`config.mk`:
```
export PLATFORM = sky130hd
export DESIGN_NAME = uart_tx_fifo_drain
export DESIGN_NICKNAME = d
export VERILOG_FILES = /design/src/rtl/uart_pkg.sv /design/src/rtl/uart_tx_bitclk.sv /design/src/rtl/uart_tx_fifo_drain.sv
export SDC_FILE = /design/constraint.sdc
export NUM_CORES = 1
export LEC_CHECK = 0
export ABC_AREA = 1
export CORE_UTILIZATION = 50
export DETAILED_ROUTE_END_ITERATION = 6
export HOLD_SLACK_MARGIN = 0.1
export PLACE_DENSITY = 0.76
export SYNTH_ARGS = -nofsm -noshare
export SYNTH_HDL_FRONTEND = slang
export SYNTH_HIERARCHICAL = 1
export SYNTH_SLANG_ARGS = --single-unit
```
`constraint.sdc`:
```
create_clock -name CLK -period 2.5 [get_ports CLK]
set_input_delay 0.5 -clock CLK [delete_from_list [all_inputs] [get_ports CLK]]
set_output_delay 0.5 -clock CLK [all_outputs]
set_load 0.01 [all_outputs]
```
`src/rtl/uart_pkg.sv`:
```
// uart_pkg: shared types and constants for the UART transmit path
package uart_pkg;

    typedef enum logic [2:0] {
        ST_IDLE,
        ST_FETCH,
        ST_WAIT,
        ST_LOAD,
        ST_START,
        ST_DATA,
        ST_PARITY,
        ST_STOP
    } tx_state_e;

    localparam int OVERSAMPLE = 16;
    localparam int TICK_W     = 4;
    localparam int DATA_W     = 8;

endpackage

```
`src/rtl/uart_tx_bitclk.sv`:
```
// uart_tx_bitclk: counts oversampled baud ticks and flags the last tick of each bit
module uart_tx_bitclk
    import uart_pkg::*;
(
    input  logic clk_i,
    input  logic rst_ni,
    input  logic tick_i,
    input  logic clr_i,
    output logic bit_end_o
);

    logic [TICK_W-1:0] cnt_q, cnt_d;

    // Clear wins over tick; the counter wraps naturally at the end of a bit
    always_comb cnt_d = clr_i ? '0 : tick_i ? cnt_q + 1'b1 : cnt_q;

    // Tick counter register
    always_ff @(posedge clk_i or negedge rst_ni)
        if (!rst_ni) cnt_q <= '0;
        else         cnt_q <= cnt_d;

    assign bit_end_o = tick_i && !clr_i && cnt_q == TICK_W'(OVERSAMPLE - 1);

endmodule

```
`src/rtl/uart_tx_fifo_drain.sv`:
```
// uart_tx_fifo_drain: drains the TX FIFO one byte at a time and serialises it; parity via UART_TX_PARITY_EN
module uart_tx_fifo_drain
    import uart_pkg::*;
(
    input  logic              CLK,
    input  logic              RESET,
    input  logic              BAUD_TICK,
    input  logic              BIT8,
    input  logic              PARITY_EN,
    input  logic              ODD_N_EVEN,
    input  logic              FIFO_EMPTY,
    input  logic [DATA_W-1:0] FIFO_DATA,
    output logic              FIFO_RDB,
    output logic              TX,
    output logic              TX_BUSY
);

    tx_state_e         state_q, state_d;
    logic [DATA_W-1:0] shift_q, shift_d;
    logic [2:0]        bit_cnt_q, bit_cnt_d;
    logic              bit8_q, bit8_d;
    logic              active, bit_end, last_bit, par_bit;
    tx_state_e         after_data;

    assign active   = state_q inside {ST_START, ST_DATA, ST_PARITY, ST_STOP};
    assign last_bit = bit_cnt_q == (bit8_q ? 3'd7 : 3'd6);

    uart_tx_bitclk u_bitclk (
        .clk_i     (CLK),
        .rst_ni    (RESET),
        .tick_i    (BAUD_TICK && active),
        .clr_i     (state_q == ST_LOAD),
        .bit_end_o (bit_end)
    );

`ifdef UART_TX_PARITY_EN
    logic par_en_q, par_en_d, odd_q, odd_d, par_q, par_d;

    assign after_data = par_en_q ? ST_PARITY : ST_STOP;
    assign par_bit    = par_q ^ odd_q;

    // Latch the parity mode per frame and fold in each bit as it leaves
    always_comb begin
        par_en_d = state_q == ST_LOAD ? PARITY_EN : par_en_q;
        odd_d    = state_q == ST_LOAD ? ODD_N_EVEN : odd_q;
        par_d    = state_q == ST_LOAD ? 1'b0 :
                   (state_q == ST_DATA && bit_end) ? par_q ^ shift_q[0] : par_q;
    end

    // Parity state registers
    always_ff @(posedge CLK or negedge RESET)
        if (!RESET) begin
            par_en_q <= 1'b0;
            odd_q    <= 1'b0;
            par_q    <= 1'b0;
        end else begin
            par_en_q <= par_en_d;
            odd_q    <= odd_d;
            par_q    <= par_d;
        end
`else
    logic unused_cfg;

    assign unused_cfg = PARITY_EN ^ ODD_N_EVEN;
    assign after_data = ST_STOP;
    assign par_bit    = 1'b1;
`endif

    // State register
    always_ff @(posedge CLK or negedge RESET)
        if (!RESET) state_q <= ST_IDLE;
        else        state_q <= state_d;

    // Next-state logic; empty is only consulted where a new fetch is decided
    always_comb begin
        state_d = state_q;
        case (state_q)
            ST_IDLE:   if (!FIFO_EMPTY) state_d = ST_FETCH;
            ST_FETCH:  state_d = ST_WAIT;
            ST_WAIT:   state_d = ST_LOAD;
            ST_LOAD:   state_d = ST_START;
            ST_START:  if (bit_end) state_d = ST_DATA;
            ST_DATA:   if (bit_end && last_bit) state_d = after_data;
            ST_PARITY: if (bit_end) state_d = ST_STOP;
            ST_STOP:   if (bit_end) state_d = FIFO_EMPTY ? ST_IDLE : ST_FETCH;
            default:   state_d = ST_IDLE;
        endcase
    end

    // Capture the byte and frame format in LOAD, shift right at each data bit end
    always_comb begin
        shift_d   = shift_q;
        bit_cnt_d = bit_cnt_q;
        bit8_d    = bit8_q;
        if (state_q == ST_LOAD) begin
            shift_d   = FIFO_DATA;
            bit_cnt_d = '0;
            bit8_d    = BIT8;
        end else if (state_q == ST_DATA && bit_end) begin
            shift_d   = shift_q >> 1;
            bit_cnt_d = bit_cnt_q + 1'b1;
        end
    end

    // Datapath registers
    always_ff @(posedge CLK or negedge RESET)
        if (!RESET) begin
            shift_q   <= '0;
            bit_cnt_q <= '0;
            bit8_q    <= 1'b0;
        end else begin
            shift_q   <= shift_d;
            bit_cnt_q <= bit_cnt_d;
            bit8_q    <= bit8_d;
        end

    // Outputs decoded from state so reset forces the line idle immediately
    always_comb begin
        FIFO_RDB = state_q != ST_FETCH;
        TX_BUSY  = state_q != ST_IDLE;
        TX       = state_q == ST_START  ? 1'b0 :
                   state_q == ST_DATA   ? shift_q[0] :
                   state_q == ST_PARITY ? par_bit : 1'b1;
    end

endmodule

```
# == After elaboration in Yosys (flattened, before gate mapping) ==
# Cells that the tools add are included.
# totals
output_inout_bits,3
word_cells,50
in_bits,15
reg_bits,19
# op_classes
n_eq_ne,15
muxes,16
reduce_logical,12
n_addsub,2
# op_table
cell,n
3-bit one-hot mux with 8 select lines,1
3-bit two-way mux,7
8-bit two-way mux,2
3-bit equality test (second input constant),4
4-bit two-way mux,2
2-bit != test (second input constant),4
3-bit by 2-bit equality test with 1-bit output (second input constant),2
1-bit logical AND,5
5-bit AND reduction,1
4-bit by 1-bit adder with 4-bit output (second input constant),1
4-bit equality test (second input constant),1
1-bit two-way mux,4
2-bit nonzero test,2
4-bit nonzero test,1
3-bit by 1-bit adder with 3-bit output (second input constant),1
3-bit by 1-bit equality test with 1-bit output (second input constant),1
3-bit equality test,1
3-bit logical NOT,1
3-bit by 1-bit != test with 1-bit output (second input constant),1
3-bit nonzero test,1
2-bit by 1-bit != test with 1-bit output (second input constant),1
1-bit logical NOT,1

# == Depth between registers and ports, before layout ==
# logic_depth
ltp_word,8
depth_mapped,13
depth_no_buf,12

# == By module ==
# The synthesis kept the hierarchy.
# by_module_without_submodules
mod,n_inst,seq_area_each_um2,cells_each,area_per_inst_um2
uart_tx_fifo_drain,1,375.4,113,835.8
uart_tx_bitclk,1,100.1,26,200.2

# == Worst setup path after synthesis ==
# No wires, ideal clock.
# synth_path
path_kind,register to register
startpoint,reg state_q[0]
endpoint,reg state_q[1]
period_less_slack_ps,1657
slack_ps,843
path_buffers,1
arrival_time_ps,1531
required_time_ps,2374
path_stages_with_launch,14
path_cell_list,dfrtp_1 nand2_2 nor2_4 buf_4 inv_1 nand2_1 nor2_1 inv_1 nand2_1 nand2_1 inv_1 nand2_1 nand2_1 o21ai_0
# synth_between
elab_chain_cells,8
elab_cells_between_ends,21
cone_classes,eq/ne (12); mux (1); reduce/logical (8)
# synth_rtl
item,line,source
start: declaration,uart_tx_fifo_drain.sv:18,"tx_state_e state_q, state_d;"
start signal: assignment,uart_tx_fifo_drain.sv:72,else state_q <= state_d;
3-bit equality test,uart_tx_fifo_drain.sv:25,"assign active = state_q inside {ST_START, ST_DATA, ST_PARITY, ST_STOP};"
4-bit nonzero test,uart_tx_fifo_drain.sv:25,
1-bit logical AND,uart_tx_fifo_drain.sv:31,".tick_i (BAUD_TICK && active),"
1-bit logical AND * (2 in series),uart_tx_bitclk.sv:22,assign bit_end_o = tick_i && !clr_i && cnt_q == TICK_W'(OVERSAMPLE - 1);
named net bit_end,uart_tx_fifo_drain.sv:22,"logic active, bit_end, last_bit, par_bit;"
1-bit logical AND,uart_tx_fifo_drain.sv:83,ST_DATA: if (bit_end && last_bit) state_d = after_data;
2-bit by 1-bit != test with 1-bit output (no source line),--,
5-bit AND reduction (no source line) *,--,
# The timed path passes the listed nets; every way through them passes the cells marked *.
# A chain may end at the register's enable or synchronous reset.

# == Worst setup path after layout ==
# layout_path
startpoint,reg state_q[2]
endpoint,out FIFO_RDB
# layout_between
elab_chain_cells,1
# layout_rtl
item,line,source
3-bit by 1-bit != test with 1-bit output,uart_tx_fifo_drain.sv:119,FIFO_RDB = state_q != ST_FETCH;
end: declaration,uart_tx_fifo_drain.sv:13,"output logic FIFO_RDB,"
# No other way between the ends.

==> results by group <==
Worst setup path
  • Crit path cell chain: inv_2 -> nand3_1 -> clkdlybuf4s50_1
  • CP peak stage delay: 0.53 ns
  • Critical path endpoint category: output port
  • Crit path required time: 2.00 ns
  • Crit-path max FO: 6
  • Crit Reg-Reg Startpoint: state_q[0]$_DFFE_PN0P_
  • Critical path class: flip-flop to output port
  • CP max stage cell: clkdlybuf4s50_1
  • Worst Setup Start Kind: flip-flop
  • Setup crit start: state_q[2]$_DFFE_PN0P_
  • Worst endpoint data arrival time: 1.54 ns

Timing
  • Max Slew Vio Count: 0
  • Min Hold Slack: 0.522 ns
  • Setup TNS: 0 ns
  • Worst Skew: 0.00862 ns
  • Final Hold Viols: 0
  • Final setup fails: 0
  • Rel. slew slack: 76.5%
  • Fin crit share: 81.7%
  • F_max: 0.490 GHz
  • Min Tclk post-route: 2.04 ns
  • Worst Tran Pin Value: 0.350 ns
  • RSZ-0062 raised after global routing: false

Finish
  • Design area: 0.00123 mm2
  • Antenna cells: 0
  • Storage element area: 475 um2
  • Post-layout util: 62.9%
  • Synth-to-layout area growth: 19.2%
  • Fillers: 186
  • Final cell count without fillers: 184
  • Layout cells sized above 1: 8.92%
  • Nets: 175
  • Multi-input combinational cell area: 484 um2

Drt
  • Iteration-0 DRC count of the detailed router: 16
  • Final wirelength: 1920 um
  • Vias per cell: 4.93
  • Wire length per cell: 10.4 um
  • Antenna-violating nets left: 0
  • Vias: 908
  • DR DRC count: 0
  • DRT Pass-1 Iters: 4

Power and ir drop
  • Clock power frac: 17.2%
  • Flop pwr share: 52.8%
  • Pleak: 0.628 nW
  • P_sw: 0.295 mW
  • Combinational share of power: 30.0%
  • Sw Share: 33.1%
  • Worst-case vdd ir drop: 0.000524 V
  • Pint: 0.598 mW
  • Power density cells: 724 mW/mm2

Die
  • Row cnt: 16
  • Core Area: 0.00196 mm2
  • Initial core utilization: 52.8%
  • Die area: 0.00226 mm2
  • Horiz. Die Dim: 47.5 um
  • Io pins: 18
  • Chip height: 47.5 um

Yosys
  • Synth Area in Adders: 2.42%
  • Post-synthesis net count: 156
  • Post-synthesis mux area share: 0%
  • Synth Area in Compound Gates: 7.00%
  • Yosys warnings: 6
  • Synth Instances: 139
  • Synth Register Bits: 19
  • Synth cell types: 22
  • Simple-gate portion of the synthesized area: 37.3%
  • Synthesized area: 0.00104 mm2
  • Seq/Total Area, Yosys: 45.9%
  • Post-Synth XOR/XNOR Area: 0%
  • Largest family of logic cells by synthesized area: simple AND/OR/NAND/NOR gates
  • Syn avg cell area: 7.45 um2

Global routing
  • Vias in the first global route: 756
  • Initial antenna violation count: 0
  • Global-route wire length before repair: 3120 um
  • Global route overflow: 0
  • Tot GR Track Use: 20.4%
  • Pin count of the biggest net entering global routing: 20

Clock tree
  • CTS max path bufs: 2
  • CTS resizes: 0
  • CTS tree: built
  • Clock transition at path regs: 0.11 ns
  • TritonCTS Buffers: 3
  • CTS H-tree lvls: 1
  • CTS sink count: 19
  • Root Buffer Master: clkbuf_4
  • Post-CTS Hold Buffers: 0
  • Clk_lat worst skew: 0.29 ns
  • Setup Fix Bufs, Post-CTS: 0

Placed design
  • Placed Area: 0.00121 mm2
  • GPL Wtd Cong: 0.776
  • Placed cells: 180
  • Final HPWL DP: 1420 um
  • IO buf count: 15

Status
  • Outcome: finished, final reports clean

Job
  • Number of max-cap violations: 0

Hold path
  • Hold Crit Class: input port to async pin
[layer usage]
layer / track usage, % / wire length [um] / vias to the layer above
li1: - / - / 472
met1: 24.9 / 872 / 417
met2: 34.0 / 944 / 17
met3: 4.53 / 77 / 2
met4: 10.3 / 21 / 0
met5: 0 / 0 / -
[final timing paths]
kind,cells past startpoint,slack (ns),to
worst max-delay path,3,0.46,FIFO_RDB
worst min-delay path,2,0.52,u_bitclk/cnt_q[2]$_DFFE_PN0P_
worst max register to register,12,0.77,state_q[2]$_DFFE_PN0P_
worst min register to register,2,0.53,u_bitclk/cnt_q[1]$_DFFE_PN0P_
max in group asynchronous,2,1.77,bit8_q$_DFFE_PN0P_
min in group CLK,2,0.53,u_bitclk/cnt_q[1]$_DFFE_PN0P_
[worst max-delay path: cells and delay by family, from the launching register on]
family | cells | cell delay (ns)
buf+inv | 2 | 0.66
flops | 1 | 0.50
simple gates | 1 | 0.10
[power by group through the flow]
stage / registers [mW] / logic [mW] / clock network [mW]
after CTS: 0.473 / 0.272 / 0.158
after detailed placement: 0.479 / 0.268 / 0
final: 0.472 / 0.268 / 0.154
after global placement: 0.472 / 0.257 / 0
after floorplan: 0.461 / 0.192 / 0
after global routing: 0.488 / 0.312 / 0.174
[cell usage after synthesis]
cell type	n	area (um2)
nand3_1	13	65.1
a21oi_1	3	15.0
nand4_1	1	6.26
clkinv_4	1	8.76
nand3b_1	1	7.51
dfrtp_1	19	475
o21ai_1	2	10.0
nor3_1	1	5.00
or2_2	1	6.26
buf_4	1	7.51
nor2_2	1	6.26
inv_1	11	41.3
inv_2	2	7.51
nand2_4	1	11.3
nor2_4	2	22.5
buf_6	1	11.3
nand2_1	58	218
nor2_1	7	26.3
ha_1	2	25.0
nand2_2	2	12.5
o211ai_1	1	7.51
o21ai_0	8	40.0
[logic make-up (layout without fill, tap and decap cells)]
family                   Yosys count  in the layout
AO/OA/AOI/OAI                     14             14
adder cells (fa/ha/maj)            2              2
buffers and inverters             16             34
flip-flops                        19             19
AND/OR/NAND/NOR                   88             88
[per-stage QoR]
stage | power (mW) | worst slack [ns]
floorplan | 0.653 | 0.843
global placement | 0.728 | 0.375
detailed placement | 0.747 | 0.372
CTS | 0.902 | 0.454
global route | 0.974 | 0.369
finish | 0.894 | 0.458
[final cells by class]
cell class	count	share of cell area, %
sequential	19	38.5
multi-input combinational	104	39.2
tap	27	2.74
timing repair buffer	16	12.8
clock buffer	4	2.13
inverter	14	4.66
[layout by cell type, fill, tap and decap left out]
cell	count
nand2_1	58
dfrtp_1	19
clkdlybuf4s50_1	15
nand3_1	13
inv_1	11
o21ai_0	8
nor2_1	7
a21oi_1	3
clkbuf_4	3
nand2_2	2
nor2_4	2
inv_2	2
o21ai_1	2
ha_1	2
nand2_4	1
clkinv_4	1
nand4_1	1
nor3_1	1
nand3b_1	1
or2_2	1
o211ai_1	1
clkbuf_1	1
buf_4	1
nor2_2	1
[sequential cells by signal, indices dropped and copies added, names as in the netlist]
signal	count
bit8_q	1
bit_cnt_q	3
shift_q	8
state_q	3
u_bitclk/cnt_q	4
No activity file was read; power rests on OpenSTA's default activity.
